**config.mk**
```make
export PLATFORM = sky130hd
export DESIGN_NAME = vga_timing_gen
export DESIGN_NICKNAME = d
export VERILOG_FILES = /design/src/rtl/vga_timing_gen.sv
export SDC_FILE = /design/constraint.sdc
export NUM_CORES = 1
export LEC_CHECK = 0
export CAP_MARGIN = 15
export CORE_MARGIN = 2
export CORE_UTILIZATION = 35
export CTS_CLUSTER_DIAMETER = 50
export CTS_CLUSTER_SIZE = 20
export DETAILED_ROUTE_END_ITERATION = 6
export PLACE_DENSITY = 0.57
export SKIP_LAST_GASP = 1
export SLEW_MARGIN = 25
export SYNTH_ARGS = -nofsm -noshare
export SYNTH_HDL_FRONTEND = slang
export SYNTH_SLANG_ARGS = --single-unit
```
**constraint.sdc**
```tcl
create_clock -name clk -period 3.45 [get_ports clk]
set_clock_uncertainty 0.2 [all_clocks]
set_input_delay 0.345 -clock clk [delete_from_list [all_inputs] [get_ports clk]]
set_output_delay 0.345 -clock clk [all_outputs]
set_load 0.05 [all_outputs]
```
**src/rtl/vga_timing_gen.sv**
```systemverilog
// ----------------------------------------------------------------------------
// vga_timing_gen
//
// Display timing source for the VGA path.  One clk = one pixel.  This block
// produces:
//   - the pixel column/row counters that drive the map, icon and welcome/victory
//     ROM lookups
//   - video_on, which marks the visible area
//   - line_start and frame_start, the start-of-line and start-of-frame pulses
//   - horiz_sync/vert_sync, delayed by PIPE_DLY clocks so that they line up
//     with RGB leaving the registered colorizer
//
// Ports
//   clk           in   1   pixel clock (only clock)
//   reset_n       in   1   asynchronous active-low reset
//   en            in   1   count enable; low holds all state
//   pixel_column  out  10  horizontal count, 0..H_TOTAL-1
//   pixel_row     out  10  vertical count, 0..V_TOTAL-1
//   video_on      out  1   column < H_ACTIVE and row < V_ACTIVE
//   line_start    out  1   one-clock pulse when the column is 0
//   frame_start   out  1   one-clock pulse when the column and row are both 0
//   horiz_sync    out  1   hsync at level SYNC_POL when asserted, PIPE_DLY late
//   vert_sync     out  1   vsync at level SYNC_POL when asserted, PIPE_DLY late
//   frame_count   out  16  frames completed
//
// Configuration macro
//   FRAME_COUNT_EN  When this macro is defined, frame_count counts wraps to
//                   (0,0) modulo 2^16.  When it is undefined, the port is tied
//                   to 16'd0 and no counter flops exist.
// ----------------------------------------------------------------------------
module vga_timing_gen #(
    parameter int H_ACTIVE = 640,
    parameter int H_FP     = 16,
    parameter int H_SYNC   = 96,
    parameter int H_BP     = 48,
    parameter int V_ACTIVE = 480,
    parameter int V_FP     = 10,
    parameter int V_SYNC   = 2,
    parameter int V_BP     = 33,
    parameter bit SYNC_POL = 1'b0,
    parameter int PIPE_DLY = 1
) (
    input  logic        clk,
    input  logic        reset_n,
    input  logic        en,
    output logic [9:0]  pixel_column,
    output logic [9:0]  pixel_row,
    output logic        video_on,
    output logic        line_start,
    output logic        frame_start,
    output logic        horiz_sync,
    output logic        vert_sync,
    output logic [15:0] frame_count
);

    localparam int H_TOTAL = H_ACTIVE + H_FP + H_SYNC + H_BP;
    localparam int V_TOTAL = V_ACTIVE + V_FP + V_SYNC + V_BP;

    localparam logic [9:0] H_LAST   = 10'(H_TOTAL - 1);
    localparam logic [9:0] V_LAST   = 10'(V_TOTAL - 1);
    localparam logic [9:0] H_ACT_W  = 10'(H_ACTIVE);
    localparam logic [9:0] V_ACT_W  = 10'(V_ACTIVE);
    localparam logic [9:0] HS_START = 10'(H_ACTIVE + H_FP);
    localparam logic [9:0] HS_END   = 10'(H_ACTIVE + H_FP + H_SYNC);
    localparam logic [9:0] VS_START = 10'(V_ACTIVE + V_FP);
    localparam logic [9:0] VS_END   = 10'(V_ACTIVE + V_FP + V_SYNC);

    localparam logic SYNC_ON  = SYNC_POL;
    localparam logic SYNC_OFF = ~SYNC_POL;

    logic [9:0] col_q, col_d;
    logic [9:0] row_q, row_d;
    logic       video_q, video_d;
    logic       line_q, line_d;
    logic       frame_q, frame_d;
    logic       hraw_q, hraw_d;
    logic       vraw_q, vraw_d;
    logic       wrap_s;

    // Next count: the column wraps at the end of each line, and the row wraps at the end of each frame.
    always_comb begin
        col_d = col_q;
        row_d = row_q;
        if (en) begin
            if (col_q == H_LAST) begin
                col_d = 10'd0;
                if (row_q == V_LAST) begin
                    row_d = 10'd0;
                end else begin
                    row_d = row_q + 10'd1;
                end
            end else begin
                col_d = col_q + 10'd1;
            end
        end else begin
            col_d = col_q;
            row_d = row_q;
        end
    end

    // Flags are decoded from the next count, so they register alongside it with zero skew.
    always_comb begin
        video_d = (col_d < H_ACT_W) && (row_d < V_ACT_W);
        line_d  = (col_d == 10'd0);
        frame_d = (col_d == 10'd0) && (row_d == 10'd0);
        hraw_d  = ((col_d >= HS_START) && (col_d < HS_END)) ? SYNC_ON : SYNC_OFF;
        vraw_d  = ((row_d >= VS_START) && (row_d < VS_END)) ? SYNC_ON : SYNC_OFF;
        wrap_s  = en && (col_q == H_LAST) && (row_q == V_LAST);
    end

    // Counter and flag registers.  Start pulses drop on held clocks so that a pulse never stretches.
    always_ff @(posedge clk or negedge reset_n) begin
        if (!reset_n) begin
            col_q   <= 10'd0;
            row_q   <= 10'd0;
            video_q <= 1'b0;
            line_q  <= 1'b0;
            frame_q <= 1'b0;
            hraw_q  <= SYNC_OFF;
            vraw_q  <= SYNC_OFF;
        end else if (en) begin
            col_q   <= col_d;
            row_q   <= row_d;
            video_q <= video_d;
            line_q  <= line_d;
            frame_q <= frame_d;
            hraw_q  <= hraw_d;
            vraw_q  <= vraw_d;
        end else begin
            line_q  <= 1'b0;
            frame_q <= 1'b0;
        end
    end

    assign pixel_column = col_q;
    assign pixel_row    = row_q;
    assign video_on     = video_q;
    assign line_start   = line_q;
    assign frame_start  = frame_q;

    // Sync delay line that matches the colorizer pipeline.  It advances only on enabled clocks.
    generate
        if (PIPE_DLY == 0) begin : g_no_pipe
            assign horiz_sync = hraw_q;
            assign vert_sync  = vraw_q;
        end else if (PIPE_DLY == 1) begin : g_pipe1
            logic hpipe_q;
            logic vpipe_q;

            // Single-stage sync delay.
            always_ff @(posedge clk or negedge reset_n) begin
                if (!reset_n) begin
                    hpipe_q <= SYNC_OFF;
                    vpipe_q <= SYNC_OFF;
                end else if (en) begin
                    hpipe_q <= hraw_q;
                    vpipe_q <= vraw_q;
                end else begin
                    hpipe_q <= hpipe_q;
                    vpipe_q <= vpipe_q;
                end
            end

            assign horiz_sync = hpipe_q;
            assign vert_sync  = vpipe_q;
        end else begin : g_pipeN
            logic [PIPE_DLY-1:0] hpipe_q;
            logic [PIPE_DLY-1:0] vpipe_q;

            // Multi-stage sync delay.  Bit 0 is the youngest stage.
            always_ff @(posedge clk or negedge reset_n) begin
                if (!reset_n) begin
                    hpipe_q <= {PIPE_DLY{SYNC_OFF}};
                    vpipe_q <= {PIPE_DLY{SYNC_OFF}};
                end else if (en) begin
                    hpipe_q <= {hpipe_q[PIPE_DLY-2:0], hraw_q};
                    vpipe_q <= {vpipe_q[PIPE_DLY-2:0], vraw_q};
                end else begin
                    hpipe_q <= hpipe_q;
                    vpipe_q <= vpipe_q;
                end
            end

            assign horiz_sync = hpipe_q[PIPE_DLY-1];
            assign vert_sync  = vpipe_q[PIPE_DLY-1];
        end
    endgenerate

`ifdef FRAME_COUNT_EN
    logic [15:0] fcount_q;

    // Frames completed: the counter advances on each wrap to (0,0).
    always_ff @(posedge clk or negedge reset_n) begin
        if (!reset_n) begin
            fcount_q <= 16'd0;
        end else if (wrap_s) begin
            fcount_q <= fcount_q + 16'd1;
        end else begin
            fcount_q <= fcount_q;
        end
    end

    assign frame_count = fcount_q;
`else
    logic unused_wrap_s;
    assign unused_wrap_s = wrap_s;
    assign frame_count   = 16'd0;
`endif

endmodule

```
# Word level (Yosys, flattened, before mapping)
# Index checks and enable logic that the tools add are counted.
[word_totals]
input_bits = 3
reg_bits = 27
elab_cells = 34
output_inout_bits = 41
[op_classes]
reduce_logical = 6
n_mux = 9
n_lt_le_gt_ge = 6
add_sub_neg = 2
n_eq_ne = 2
[ops]
columns = ["operator", "n"]
rows = [
  ["10-bit two-way mux", 5],
  ["10-bit by 1-bit adder with 10-bit output (second input constant)", 2],
  ["10-bit == test (second input constant)", 2],
  ["10-bit logical NOT", 2],
  ["10-bit less-than comparator (second input constant)", 2],
  ["10-bit by 9-bit less-than comparator with 1-bit output (second input constant)", 2],
  ["10-bit >= comparator (second input constant)", 1],
  ["10-bit by 9-bit >= comparator with 1-bit output (second input constant)", 1],
  ["1-bit logical AND", 4],
  ["1-bit two-way mux", 4],
]

# Logic depth before layout (Yosys ltp)
# Gate-level depths: netlist of run 1.
[depth]
depth_word = 7
mapped_depth = 8
mapped_depth_nobuf = 8

# Worst setup path before layout of run 1
# Ideal clock, no wire load.
[synth_path]
kind = "register -> register"
startpoint = "register col_q[0] (netlist: pixel_column[0])"
endpoint = "register video_q (netlist: video_on)"
path_buffers = 1
setup_slack_ns = 0.832
arrival_time_ns = 2.278
stages_incl_launch_ff = 8
setup_time_ns = 0.140
required_time_ns = 3.110
synth_period_minus_slack_ns = 2.618
path_cell_list = "dfrtp_1 > ha_1 > clkbuf_1 > nor4b_4 > nand4_1 > xor2_1 > nor4_1 > o32ai_1"
[synth_between]
elab_chain_len = 5
elab_cells_between_ends = 9
cone_classes = "add/sub (1); order compare (2); eq/ne (1); mux (4); reduce/logical (1)"
[synth_rtl]
columns = ["element", "line_no", "source"]
rows = [
  ["start: declaration", "71", "logic [9:0] col_q, col_d;"],
  ["start signal: assignment", "122", "col_q <= col_d;"],
  ["10-bit by 1-bit adder with 10-bit output or 10-bit == test (tied branches)", "--", ""],
  ["10-bit two-way mux", "85", "if (col_q == H_LAST) begin"],
  ["10-bit two-way mux", "84", "if (en) begin"],
  ["10-bit less-than comparator or 10-bit by 9-bit less-than comparator with 1-bit output (tied branches)", "103", "video_d = (col_d < H_ACT_W) && (row_d < V_ACT_W);"],
  ["1-bit logical AND (*)", "103", ""],
  ["end signal: assignment", "124", "video_q <= video_d;"],
  ["end: declaration", "73", "logic video_q, video_d;"],
]
# Every way passes the cells marked *; elsewhere a longest branch is shown, timed or not.
# A chain may end at the register's enable or synchronous reset.

# Worst setup path after layout of run 1
# Same ends and word-level chain as after synthesis.

==> results of run 1 <==
how the worst max path moves through the flow:
stage | cells past startpoint | endpoint | start
after detailed placement | 8 | frame_start$_DFF_PN0_ | en
after floorplan | 7 | video_on$_DFFE_PN0P_ | pixel_column[0]$_DFFE_PN0P_
after CTS | 6 | video_on$_DFFE_PN0P_ | pixel_column[6]$_DFFE_PN0P_
after global placement | 8 | frame_start$_DFF_PN0_ | en
final | 6 | video_on$_DFFE_PN0P_ | pixel_column[0]$_DFFE_PN0P_
after global routing | 6 | video_on$_DFFE_PN0P_ | pixel_column[0]$_DFFE_PN0P_
per-layer routing:
metal	track usage	share of wire	vias up
met5	0	0	-
met4	0.0179	0.0045	0
met3	0.0279	0.042	2
met2	0.248	0.49	46
met1	0.196	0.46	749
li1	-	-	726
placed cells by master (no fill, tap or decap), types with 3 or more instances in the layout:
| cell | instances |
|---|---|
| xnor2_1 | 7 |
| nand2_1 | 16 |
| clkbuf_8 | 3 |
| conb_1 | 16 |
| nand4_1 | 9 |
| dfrtp_1 | 23 |
| dfstp_2 | 4 |
| nor2_1 | 9 |
| nor4b_4 | 3 |
| buf_4 | 3 |
| nand3_1 | 8 |
| o21ai_0 | 12 |
| a31oi_1 | 4 |
| mux2_2 | 3 |
| ha_1 | 3 |
| xor2_1 | 8 |
| inv_1 | 11 |
| clkdlybuf4s50_1 | 27 |
| and3_1 | 5 |
final cells by class:
class                      instances  share of cell area
clock buffer                       3              0.0190
clock inverter                     1             0.00345
inverter                          11              0.0190
multi-input combinational        147               0.472
sequential                        27               0.312
tap                               70              0.0402
timing repair buffer              30               0.134
state kept, by name, indices dropped and copies added, names as in the netlist:
signal and count:
video_on 1, vraw_q 1, frame_start 1, horiz_sync 1
vert_sync 1, pixel_row 10, line_start 1, hraw_q 1
pixel_column 10
power groups by stage:
stage	clock network (mW)	logic [mW]	registers, mW
after floorplan	0	0.212	0.492
after global placement	0	0.346	0.441
after detailed placement	0	0.347	0.438
after CTS	0.198	0.348	0.432
after global routing	0.211	0.374	0.442
final	0.189	0.346	0.432
critical path: stages, from the launching register on:
cell	delay, ns
dfrtp_1	0.46
ha_1	0.37
nor4b_4	0.54
nand4_1	0.18
xor2_1	0.20
nor4_1	0.41
o32ai_1	0.15
per-stage QoR:
| step | total power, mW | util | instances | worst slack (ns) |
|---|---|---|---|---|
| finish | 0.968 | 0.421 | 289 | 0.815 |
| global route | 1.03 | 0.421 | 289 | 0.627 |
| CTS | 0.977 | 0.421 | 289 | 0.834 |
| detailed placement | 0.786 | 0.412 | 285 | 0.604 |
| global placement | 0.787 | 0.412 | 285 | 0.615 |
| floorplan | 0.704 | - | 214 | 0.832 |
kinds of logic (layout without fill, tap and decap cells):
kind of cell | Yosys count | count (layout)
DFF | 27 | 27
and+or+nand+nor | 69 | 69
buffers and inverters | 40 | 45
AOI/OAI and AO/OA | 41 | 41
xor gates and xnor gates | 15 | 15
adders and majority gates | 3 | 3
other | 1 | 16
muxes | 3 | 3
==> metrics, run 1 <==
Die X=77.5 microns; worst reg2reg startpoint=pixel_column[0]$_DFFE_PN0P_; RSZ-0062 raised after global routing=false; per-cell routed wire length=approximately 15 microns; ranking of synthesized cells by area=dfrtp_1 (30%), buf_4 (6.4%), dfstp_2 (5.6%); initial antenna violation count=0; Yosys top cell by area=dfrtp_1; Comb pwr share=0.358; Critical Path RT=approximately 3.4 ns; Hold Crit Class=in -> async; share of flip-flops with an asynchronous set or reset=1.00; net switching power=0.425 mW; worst r2r dst=video_on$_DFFE_PN0P_; DR vias/cell=roughly 5.3; Compound-Gate Fraction of Synth Area=0.148; sequential fraction of the synthesis area=0.360; Post-Syn Area=~0.0019 sq mm; # fillers=around 520; CP Class=reg -> reg; Reg power frac=0.447; P&R area growth vs syn=15.2%; largest family of logic cells by synthesized area=simple AND/OR/NAND/NOR gates; internal power=roughly 0.54 mW; largest net degree at the start of global routing=28; Unique masters post-synth=53; Sw Share=0.439; Final Setup Violations=0; GPL Wtd Cong=0.873; final hold vios=0; Yosys top cell area share=0.304; VDD IR max=between 0.0002 and 0.00025 V; top cells by count, synth=dfrtp_1 (23), buf_4 (16), nand2_1 (16); CTS tree=yes; Clk pin slew, worst setup/hold paths=0.10 ns; leakage=~0.9 nW; Setup TNS=0 ns; Worst Max-Slew Pin Slew=~0.55 ns; R2R Setup Slk=approximately 0.81 ns; number of synthesized register bits=27; core area=0.00517 sq mm; total gr overflow=0; Worst setup SP type=register; DP Area=between 0.002 and 0.0025 sq mm; clk buf depth=2; gr usage total=0.145; Final period util=0.764; Max Transition Viols Final=0; maximum clock frequency=0.379 GHz; post-CTS sizing=0; Synth Area in Adders=0.0199; antenna cell count=0; FF+latch area=between 600 and 700 sq um; post-route ant nets=0; worst hold slack=about 0.25 ns; Die ar.=about 0.006 sq mm; final WL=between 4000 and 5000 microns; DRT iter0 DRCs=between 90 and 100; Post-synth EDFFs=0; cells after synthesis=between 150 and 200; outcome=complete, no violations; clk sinks=27; design area=between 0.002 and 0.0025 sq mm; root buffer cell=clkbuf_8; multi-input logic area=0.00103 sq mm; CP endpoint kind=register; clk_lat worst skew=approximately 0.27 ns; htree depth=1; first-pass GRT wire length=7110 microns; Die Ht=about 77 microns; Worst R2R Path Depth=6; nets@finish=226; Ys Warns=0; Clock power frac=0.195; share of post-route cells with drive strength above 1=0.105; TritonRoute pass-1 iters=4; Detailed Place HPWL=just over 3000 microns; Synth Area in XOR/XNOR=0.0695; vias in the first global route=1441; Initial Util=0.366; site row count=26; I/O Buffers=27; I/O pin cnt=44; min Tclk post-route=2.64 ns; Power Density=444 mW/mm^2; critical path arrival=2.59 ns; slew margin rel.=0.628; Top FF cell, synth=dfrtp_1; post-CTS setup buffers=0; fraction of the mapped netlist area in simple logic gates=0.256; most common cell in the netlist=dfrtp_1; DRC viols=0; mux contribution to synthesized area=0.0179; CTS Buf Count=3; CP Max Fanout=9; CTS Hold Bufs=0; syn avg cell area=approximately 9.5 sq um; via count=1523; max-cap violations=0
No activity file was read; power rests on OpenSTA's default activity.
==> run 2: changes to the inputs <==
PLACE_DENSITY = 0.6   (was 0.57)
clock period = 2.3 ns   (was 3.45 ns; I/O delays follow)
==> run 2 against run 1 <==
The flow now finishes with violations (negative setup slack). Power is 61% higher. Global-route usage is 2.0 points higher. Fmax is 12% higher. Sequential power is 37% higher.
==> metrics, run 2 (same netlist as run 1, synthesis figures left out) <==
outcome=finished, violations left; failing checks=negative setup slack; critical path endpoint=frame_start$_DFF_PN0_; CP endpoint kind=register; worst r2r dst=frame_start$_DFF_PN0_; Clk pin slew, worst setup/hold paths=~0.10 ns; VDD IR max=0.000302 V; buffers plus inverters on the worst setup path=2; vias in the first global route=1642; critical path arrival=around 2.3 ns; Util after Layout=0.510; root buffer cell=clkbuf_8; P&R area growth vs syn=39.5%; via count=between 1500 and 2000; Worst setup SP type=register; DR vias/cell=around 5.0; I/O pin cnt=44; htree depth=1; Worst path depth=8; core area=0.00517 sq mm; R2R Setup Slk=-0.05 ns; post-route ant nets=0; largest net degree at the start of global routing=28; initial antenna violation count=0; CTS tree=yes; clk_lat worst skew=between 0.2 and 0.3 ns; nets@finish=approximately 280; Die ar.=0.00601 sq mm; Final Setup Violations=1; Worst path slowest cell=dfrtp_2; Final period util=1.02; commonest cells after routing, fill and taps aside=buf_4 (54), clkdlybuf4s50_1 (26), conb_1 (16), nand2_1 (15); Worst R2R Path Depth=8; final WL=approximately 4700 microns; Hold Crit Class=in -> async; min Tclk post-route=approximately 2.4 ns; Worst Max-Slew Pin Slew=0.509 ns; share of post-route cells with drive strength above 1=0.347; Detailed Place HPWL=approximately 3500 microns; CP delay by family, top=simple AND/OR/NAND/NOR gates; CTS Buf Count=3; Critical path origin=pixel_column[6]$_DFFE_PN0P_; TritonRoute pass-1 iters=4; Critical Path RT=2.29 ns; clk sinks=27; GPL Wtd Cong=approximately 0.82; # fillers=490; cells along the critical path=nand4bb_4 -> nor4b_4 -> buf_4 -> nand4_1 -> xor2_2 -> buf_4 -> nand4_1 -> nor4b_4; dpl cells=around 330; most common cell after layout, fill and taps aside=buf_4; CP Class=reg -> reg; Initial Util=0.366; gr usage total=0.165; DRT iter0 DRCs=68; max-cap violations=0; site row count=26; final setup margin=-0.0503 ns; final hold vios=0; leakage=between 1 and 1.5 nW; Power Density=589 mW/mm^2; max incr delay on CP=~0.41 ns; RSZ-0062 raised after global routing=true; antenna cell count=0; slew margin rel.=0.660; I/O Buffers=27; non-filler cells, final=about 340; worst reg2reg startpoint=pixel_column[6]$_DFFE_PN0P_; Die Ht=between 70 and 80 microns; Max Transition Viols Final=0; per-cell routed wire length=13.9 microns; clk buf depth=2; total gr overflow=0; Die X=about 77 microns; first-pass GRT wire length=about 8100 microns; DRC viols=0; maximum clock frequency=around 0.43 GHz; CP Max Fanout=6
-- run 2: cell count changes in the layout (fill, tap and decap cells not counted), sizes merged --
cell,delta
dlymetal6s2s,+1
clkinv,+1
clkinvlp,-1
buf,+52
clkdlybuf4s50,-1
-- run 2: repair_timing --
item,4_1_cts,5_1_grt
pin swaps,6,2
hold endpoints to repair,0,0
gates cloned,0,0
buffers inserted,4,2
resized for setup,3,4
hold buffers,0,0
endpoints found under the setup margin,3,4
-- run 2: stage by stage --
stage | setup TNS, ns | setup slack, ns | hold slack, ns | instance area (sq um) | total power, mW
2_1_floorplan | -0.185 | -0.0649 | -0.266 | 1990 | 1.09
3_3_place_gp | -1.50 | -0.339 | 0.287 | 2510 | 1.29
3_5_place_dp | -1.68 | -0.359 | 0.290 | 2510 | 1.29
4_1_cts | -0.0535 | -0.0323 | 0.137 | 2610 | 1.57
5_1_grt | -0.426 | -0.154 | 0.163 | 2640 | 1.64
6_report | -0.0503 | -0.0503 | 0.131 | 2640 | 1.55
-- run 2: how the worst min path moves through the flow --
| stage | start | end |
|---|---|---|
| final | reset_n | pixel_column[1]$_DFFE_PN0P_ |
| after global routing | reset_n | pixel_column[2]$_DFFE_PN0P_ |
| after CTS | reset_n | pixel_column[2]$_DFFE_PN0P_ |
| after detailed placement | vraw_q$_DFFE_PN1P_ | vraw_q$_DFFE_PN1P_ |
| after global placement | vraw_q$_DFFE_PN1P_ | vraw_q$_DFFE_PN1P_ |
| after floorplan | reset_n | frame_start$_DFF_PN0_ |
-- run 2: cell type report --
class	count	area [sq um]	share of cell area
Clock inverter	1	5.00	0.00190
Tap cell	70	87.6	0.0332
Inverter	11	41.3	0.0157
Clock buffer	3	41.3	0.0157
Sequential cell	27	694	0.263
Multi-Input combinational cell	147	1080	0.409
Timing Repair Buffer	82	689	0.261
-- run 2: metal layers --
| layer | up-vias | track usage | part of all wire |
|---|---|---|---|
| met5 | - | 0 | 0 |
| met3 | 2 | 0.0186 | 0.028 |
| met1 | 840 | 0.222 | 0.46 |
| met2 | 34 | 0.286 | 0.50 |
| li1 | 827 | - | - |
| met4 | 0 | 0.0375 | 0.0036 |
-- run 2: power breakdown --
group / switching [mW] / total (mW) / internal (mW)
Clock: 0.153 / 0.274 / 0.121
Sequential: 0.0639 / 0.591 / 0.528
Combinational: 0.433 / 0.689 / 0.255
-- run 2: worst reg2reg max path, cell delays in order, from the launching register on --
cell       delay, ns
dfrtp_2         0.41
nand4bb_4       0.26
nor4b_4         0.27
buf_4           0.20
nand4_1         0.13
xor2_2          0.24
buf_4           0.16
nand4_1         0.16
nor4b_4         0.24
